===== src/rtl/uart_tx_feeder_pkg.sv =====
// Shared definitions for the UART transmit feeder.
//  - default character width and queue depth
//  - feeder FSM state encoding (IDLE / LOAD / WAIT)
//  - baud constants shared by the UART blocks
//  - small helper to classify FSM states
package uart_tx_feeder_pkg;

  localparam int DATA_WIDTH_DEF = 8;
  localparam int DEPTH_DEF      = 16;

  localparam int CLK_HZ     = 50_000_000;
  localparam int BAUD       = 115_200;
  localparam int OVERSAMPLE = 16;

  typedef enum logic [1:0] {
    ST_IDLE = 2'd0,
    ST_LOAD = 2'd1,
    ST_WAIT = 2'd2
  } feeder_state_e;

  // A frame is owned by the feeder from the pop until tx_done returns it to IDLE.
  function automatic logic frame_active(input feeder_state_e st);
    return (st != ST_IDLE);
  endfunction

endpackage


===== src/rtl/uart_tx_feeder_sync_fifo.sv =====
// Synchronous FIFO used as the byte queue in front of the UART transmitter.
// Ports:
//  clk, rst       clock, asynchronous active-high reset
//  push, din      write request and data (ignored when full or flushing)
//  pop            read request; head advances (ignored when empty or flushing)
//  flush          synchronous clear of pointers and occupancy
//  dout           current head entry
//  count          occupancy 0..DEPTH
//  full, empty    occupancy flags derived from count
module sync_fifo
  import uart_tx_feeder_pkg::*;
#(
  parameter int DATA_WIDTH = DATA_WIDTH_DEF,
  parameter int DEPTH      = DEPTH_DEF,
  localparam int AW        = $clog2(DEPTH)
) (
  input  logic                  clk,
  input  logic                  rst,
  input  logic                  push,
  input  logic [DATA_WIDTH-1:0] din,
  input  logic                  pop,
  input  logic                  flush,
  output logic [DATA_WIDTH-1:0] dout,
  output logic [AW:0]           count,
  output logic                  full,
  output logic                  empty
);

  logic [DATA_WIDTH-1:0] mem_q [DEPTH];
  logic [AW-1:0]         wr_ptr_q, wr_ptr_d;
  logic [AW-1:0]         rd_ptr_q, rd_ptr_d;
  logic [AW:0]           count_q,  count_d;
  logic                  push_ok;
  logic                  pop_ok;

  assign full  = (count_q == (AW+1)'(DEPTH));
  assign empty = (count_q == '0);
  assign count = count_q;
  assign dout  = mem_q[rd_ptr_q];

  // Flush dominates both ports; a full queue rejects a push even if a pop
  // happens the same cycle (the freed slot is only visible next cycle).
  assign push_ok = push & ~full  & ~flush;
  assign pop_ok  = pop  & ~empty & ~flush;

  // Next pointer / occupancy computation.
  always_comb begin
    wr_ptr_d = wr_ptr_q;
    rd_ptr_d = rd_ptr_q;
    count_d  = count_q;
    if (flush) begin
      wr_ptr_d = '0;
      rd_ptr_d = '0;
      count_d  = '0;
    end else begin
      if (push_ok) begin
        wr_ptr_d = wr_ptr_q + AW'(1);
      end else begin
        wr_ptr_d = wr_ptr_q;
      end
      if (pop_ok) begin
        rd_ptr_d = rd_ptr_q + AW'(1);
      end else begin
        rd_ptr_d = rd_ptr_q;
      end
      case ({push_ok, pop_ok})
        2'b10:   count_d = count_q + (AW+1)'(1);
        2'b01:   count_d = count_q - (AW+1)'(1);
        default: count_d = count_q;
      endcase
    end
  end

  // Pointer and occupancy registers.
  always_ff @(posedge clk or posedge rst) begin
    if (rst) begin
      wr_ptr_q <= '0;
      rd_ptr_q <= '0;
      count_q  <= '0;
    end else begin
      wr_ptr_q <= wr_ptr_d;
      rd_ptr_q <= rd_ptr_d;
      count_q  <= count_d;
    end
  end

  // Storage array; contents are don't-care until written, so it has no reset.
  always_ff @(posedge clk) begin
    if (push_ok) begin
      mem_q[wr_ptr_q] <= din;
    end
  end

endmodule


===== src/rtl/uart_tx_feeder.sv =====
// Buffered front end for the UART transmitter.
// Bytes arrive on a valid/ready port, are queued in sync_fifo, and are handed
// to the transmitter one at a time (tx_start pulse + stable tx_data), waiting
// for the transmitter's tx_done pulse before issuing the next one.
// Ports:
//  clk, rst            clock, asynchronous active-high reset
//  wr_valid/wr_data    host write offer
//  wr_ready            queue can accept (count != DEPTH)
//  flush               drop all queued bytes; an in-flight frame completes
//  tx_start, tx_data   transmitter start pulse and character
//  tx_done             transmitter end-of-frame pulse
//  busy                frame in flight or queue non-empty
//  count               queue occupancy
//  overflow            sticky: write offered while wr_ready was low
module uart_tx_feeder
  import uart_tx_feeder_pkg::*;
#(
  parameter int DATA_WIDTH = DATA_WIDTH_DEF,
  parameter int DEPTH      = DEPTH_DEF,
  localparam int AW        = $clog2(DEPTH)
) (
  input  logic                  clk,
  input  logic                  rst,
  input  logic                  wr_valid,
  input  logic [DATA_WIDTH-1:0] wr_data,
  output logic                  wr_ready,
  input  logic                  flush,
  output logic                  tx_start,
  output logic [DATA_WIDTH-1:0] tx_data,
  input  logic                  tx_done,
  output logic                  busy,
  output logic [AW:0]           count,
  output logic                  overflow
);

  feeder_state_e         state_q,    state_d;
  logic [DATA_WIDTH-1:0] tx_data_q,  tx_data_d;
  logic                  tx_start_q, tx_start_d;
  logic                  overflow_q, overflow_d;
  logic                  fifo_pop;
  logic [DATA_WIDTH-1:0] fifo_dout;
  logic                  fifo_full;
  logic                  fifo_empty;

  sync_fifo #(
    .DATA_WIDTH (DATA_WIDTH),
    .DEPTH      (DEPTH)
  ) u_fifo (
    .clk   (clk),
    .rst   (rst),
    .push  (wr_valid),
    .din   (wr_data),
    .pop   (fifo_pop),
    .flush (flush),
    .dout  (fifo_dout),
    .count (count),
    .full  (fifo_full),
    .empty (fifo_empty)
  );

  assign wr_ready = ~fifo_full;
  assign tx_start = tx_start_q;
  assign tx_data  = tx_data_q;
  assign overflow = overflow_q;
  assign busy     = frame_active(state_q) | ~fifo_empty;

  // Feeder FSM: next state, head pop and registered start/data values.
  // A pop is suppressed in a flush cycle so the flushed head is discarded
  // rather than launched.
  always_comb begin
    state_d    = state_q;
    tx_data_d  = tx_data_q;
    tx_start_d = 1'b0;
    fifo_pop   = 1'b0;
    case (state_q)
      ST_IDLE: begin
        if (!fifo_empty && !flush) begin
          fifo_pop  = 1'b1;
          tx_data_d = fifo_dout;
          state_d   = ST_LOAD;
        end else begin
          state_d   = ST_IDLE;
        end
      end
      ST_LOAD: begin
        // tx_start is registered, so it is high during the first WAIT cycle.
        tx_start_d = 1'b1;
        state_d    = ST_WAIT;
      end
      ST_WAIT: begin
        if (tx_done) begin
          state_d = ST_IDLE;
        end else begin
          state_d = ST_WAIT;
        end
      end
      default: begin
        state_d = ST_IDLE;
      end
    endcase
  end

  // Sticky overflow flag; flush clears it with priority over a new overflow.
  always_comb begin
    overflow_d = overflow_q;
    if (flush) begin
      overflow_d = 1'b0;
    end else if (wr_valid && fifo_full) begin
      overflow_d = 1'b1;
    end else begin
      overflow_d = overflow_q;
    end
  end

  // FSM state and registered outputs.
  always_ff @(posedge clk or posedge rst) begin
    if (rst) begin
      state_q    <= ST_IDLE;
      tx_data_q  <= '0;
      tx_start_q <= 1'b0;
      overflow_q <= 1'b0;
    end else begin
      state_q    <= state_d;
      tx_data_q  <= tx_data_d;
      tx_start_q <= tx_start_d;
      overflow_q <= overflow_d;
    end
  end

endmodule


===== config.mk =====
export PLATFORM = sky130hd
export DESIGN_NAME = uart_tx_feeder
export DESIGN_NICKNAME = d
export VERILOG_FILES = /design/src/rtl/uart_tx_feeder_pkg.sv /design/src/rtl/uart_tx_feeder_sync_fifo.sv /design/src/rtl/uart_tx_feeder.sv
export SDC_FILE = /design/constraint.sdc
export NUM_CORES = 1
export LEC_CHECK = 0
export CAP_MARGIN = 10
export CORE_MARGIN = 4
export CORE_UTILIZATION = 30
export DETAILED_ROUTE_END_ITERATION = 16
export GPL_TIMING_DRIVEN = 1
export SYNTH_ARGS = -nofsm -noshare
export SYNTH_HDL_FRONTEND = slang
export SYNTH_HIERARCHICAL = 1
export SYNTH_SLANG_ARGS = --single-unit

===== constraint.sdc =====
create_clock -name clk -period 4.2 [get_ports clk]
set_clock_uncertainty 0.1 [all_clocks]
set_input_delay 0.84 -clock clk [delete_from_list [all_inputs] [get_ports clk]]
set_output_delay 0.84 -clock clk [all_outputs]
set_load 0.01 [all_outputs]

==> reports/summary.log <==
qor: global_routing.grt_pass1_vias 3,298
qor: global_routing.gr-total-overflow 0
qor: job.max-cap-violations 0
qor: placed_design.globalplace.congestion 0.737
qor: timing.final.setup.tns 0 ns
qor: die.die_w 154 um
qor: drt.met3WireLength 664 um
qor: synth.synth.distinct_cells 52
qor: die.pin_count 30
qor: global_routing.number_of_antenna_violations_at_the_first_check_in_global_routing 0
qor: synth.syn-num-nets 351
qor: timing.drv_slew 0
qor: synth.yosys-mux-area-fraction 17.7%
qor: layout.postLayoutCellArea 7700 um^2
qor: synth.avgSynthCellArea 19.4 um^2
qor: die.core_area 21,000 um^2
qor: synth.synth_cell_count_leaders 128 x edfxtp_1, 34 x nor2_1, 25 x dfrtp_1
qor: clocking.cts_hold_buf 0
qor: critical_path.critPathArrivalTime 2.35 ns
qor: die.placement_rows 53
qor: synth.post_synth_xor_area_fraction 0.824%
qor: timing.final_min_period_over_clock_period 78.4%
qor: critical_path.cp.required 3.26 ns
qor: layout.finish.net_count 404
qor: hold_path.min-delay-path-class reg -> reg
qor: timing.hold_violations 0
qor: synth.netlist_area 6380 um^2
qor: synth.synth_area_leaders edfxtp_1 60%, dfrtp_1 9.8%, mux4_2 8.5%
qor: synth.synth_seq_area_share 70.1%
qor: status.status finished, final reports clean
qor: placed_design.dpl.hpwl 8.27 mm
qor: global_routing.grt_pass1_wl 20.2 mm
qor: clocking.clk-insertion-delay-late 0.42 ns
qor: critical_path.critical_path_fanout_max 9
qor: critical_path.startpoint_type flip-flop
qor: clocking.ctsLongestPathBuffers 2
qor: timing.achievable-frequency 304 MHz
qor: timing.worst_slew_pin_slew 0.895 ns
qor: drt.viasPerCell 4.81
qor: clocking.ctsHtreeMaxLevel 4
qor: clocking.numCtsBuffers 17
qor: synth.synth_enable_flop_cells 128
qor: synth.netlist.top_cell.by_area edfxtp_1
qor: pwr.power.density_cell_area 515 nW/um^2
qor: synth.synth.yosys.warnings 6
qor: placed_design.port_buffers 29
qor: synth.main_combinational_cell_family_by_area_after_synthesis multiplexers
qor: drt.drtIter0Drc 198
qor: drt.detail_routed_net_length_per_standard_cell 19.6 um
qor: layout.antenna_cells_inserted 0
qor: drt.highest-signal-layer met4
qor: die.floorplan.die.height 154 um
qor: synth.synth-seq-cells 153
qor: pwr.static_leakage 2.64 nW
qor: drt.drt_drc_violations_left 0
qor: synth.asyncSetResetFlopFracSynth 16.3%
qor: die.start_util 30.4%
qor: global_routing.grt.total_usage 11.7%
qor: synth.synth_largest_type_area_fraction 60.2%
qor: synth.synth_adder_area_share 1.88%
qor: critical_path.worst_setup_path_end_kind output port
qor: clocking.post-cts-setup-buffers 0
qor: timing.grt_setup_unrepaired false
qor: clocking.cts_root_buffer clkbuf_16
qor: layout.final_layout_size_suffix_gt1_share 25.3%
qor: layout.area_growth_syn_to_layout 20.7%
qor: synth.synth-compound-area-share 2.27%
qor: global_routing.grt_max_degree 36
qor: drt.wl_met1 5.57 mm
qor: drt.route.vias.total 3,220
qor: placed_design.dpl-instance-area 7070 um^2
qor: clocking.cts_resized 0
qor: timing.final_critical_path_time_including_i_o_delays_and_setup 3.29 ns
qor: drt.drtPass1Iterations 4
qor: synth.syn_inst_count 329
qor: clocking.clk_pin_slew 0.06 ns
qor: layout.n_fill_cell 1,950
qor: drt.wl 13.1 mm
qor: clocking.cts.sinks 153
qor: timing.holdWs 0.405 ns
qor: critical_path.criticalPathCategory reg -> out
qor: timing.finalSetupViolCount 0
qor: die.fp.dieArea 23,700 um^2
qor: synth.synth_ff_type edfxtp_1
qor: timing.timing.slew.headroom 40.4%
qor: synth.post_synthesis_share_of_cell_area_spent_on_and_or_nand_and_nor_gates 5.12%
qor: drt.ant_nets 0
qor: synth.yosys.cell_count.top_type edfxtp_1
qor: clocking.tritoncts yes
qor: drt.route.met2.wl 6.55 mm
qor: pwr.power.ir.vdd_worst 0.222 mV
-- critical path, cell delays in order (launching register included) --
cell and delay (ns):
dfrtp_1 0.45, or4_1 0.74, nor2_1 0.21, inv_1 0.06
clkdlybuf4s50_1 0.47
-- worst paths after layout --
| kind | start | to | slack [ns] | depth (start not counted) |
|---|---|---|---|---|
| worst max-delay path | u_fifo/count[0] | wr_ready | 0.91 | 4 |
| worst min-delay path | tx_data[4] | tx_data[4] | 0.40 | 1 |
| worst max register to register | u_fifo/count[0] | u_fifo/count[4] | 1.06 | 9 |
| worst min register to register | tx_data[4] | tx_data[4] | 0.40 | 1 |
| max in group asynchronous | rst | u_fifo/rd_ptr_q[0] | 2.91 | 2 |
| min in group asynchronous | rst | overflow | 0.69 | 2 |
-- where the power goes --
group          internal [mW]  total [mW]  switching (mW)  leakage [nW]
Combinational          0.310       0.560           0.250         0.853
Sequential              1.72        1.80          0.0800          1.48
Clock                   1.03        1.61           0.576         0.309
Total                   3.06        3.97           0.906          2.64
-- cell usage in the layout (no fill, tap or decap), types with 3 or more instances in the layout --
cell / synthesis / layout
nor2b_1: 3 / 3
buf_4: 0 / 20
nand2_1: 8 / 8
clkdlybuf4s50_1: 0 / 29
mux2_2: 10 / 10
xor2_1: 4 / 4
clkbuf_16: 0 / 17
inv_1: 10 / 10
nor2_1: 34 / 34
edfxtp_1: 128 / 128
dfrtp_1: 25 / 23
mux4_2: 24 / 24
ha_1: 8 / 8
bufinv_16: 0 / 4
clkbuf_1: 7 / 3
mux2i_1: 4 / 4
mux4_1: 16 / 16
-- sequential cells by signal, indices dropped and copies added, names as in the netlist --
register	flops
tx_start	1
u_fifo/count	5
u_fifo/wr_ptr_q	4
tx_data	8
u_fifo/rd_ptr_q	4
state_q	2
u_fifo/mem_q	128
overflow	1
-- per-stage QoR --
step / setup WS [ns] / power (mW) / utilization (%) / cells
after floorplan: 0.702 / 2.17 / - / 329
after global placement: 0.815 / 2.38 / 33.7 / 638
after global routing: 0.805 / 4.14 / 36.7 / 670
after detailed placement: 0.745 / 2.40 / 33.7 / 638
final: 0.909 / 3.97 / 36.7 / 670
after CTS: 0.888 / 4.01 / 36.7 / 670
-- routing by layer --
layer,vias to the layer above,track usage (%)
met5,-,0
met4,0,5.51
met3,23,2.96
met2,96,18.6
met1,1677,15.0
li1,1424,-
-- cell families after synthesis --
kind of cell | after synthesis
buf+inv | 26
fa+ha+maj | 9
simple gates | 63
flops | 153
compound gates | 17
mux | 55
xor+xnor | 6
-- cell type report --
class	instances	area (um^2)	share of cell area [%]
sequential	153	4470	58.1
tap	275	344	4.47
timing repair buffer	49	440	5.72
multi-input combinational	150	1770	23.0
clock inverter	10	165	2.14
clock buffer	22	464	6.03
inverter	11	41.3	0.536
Note: power is estimated with default switching activity, not from simulation.
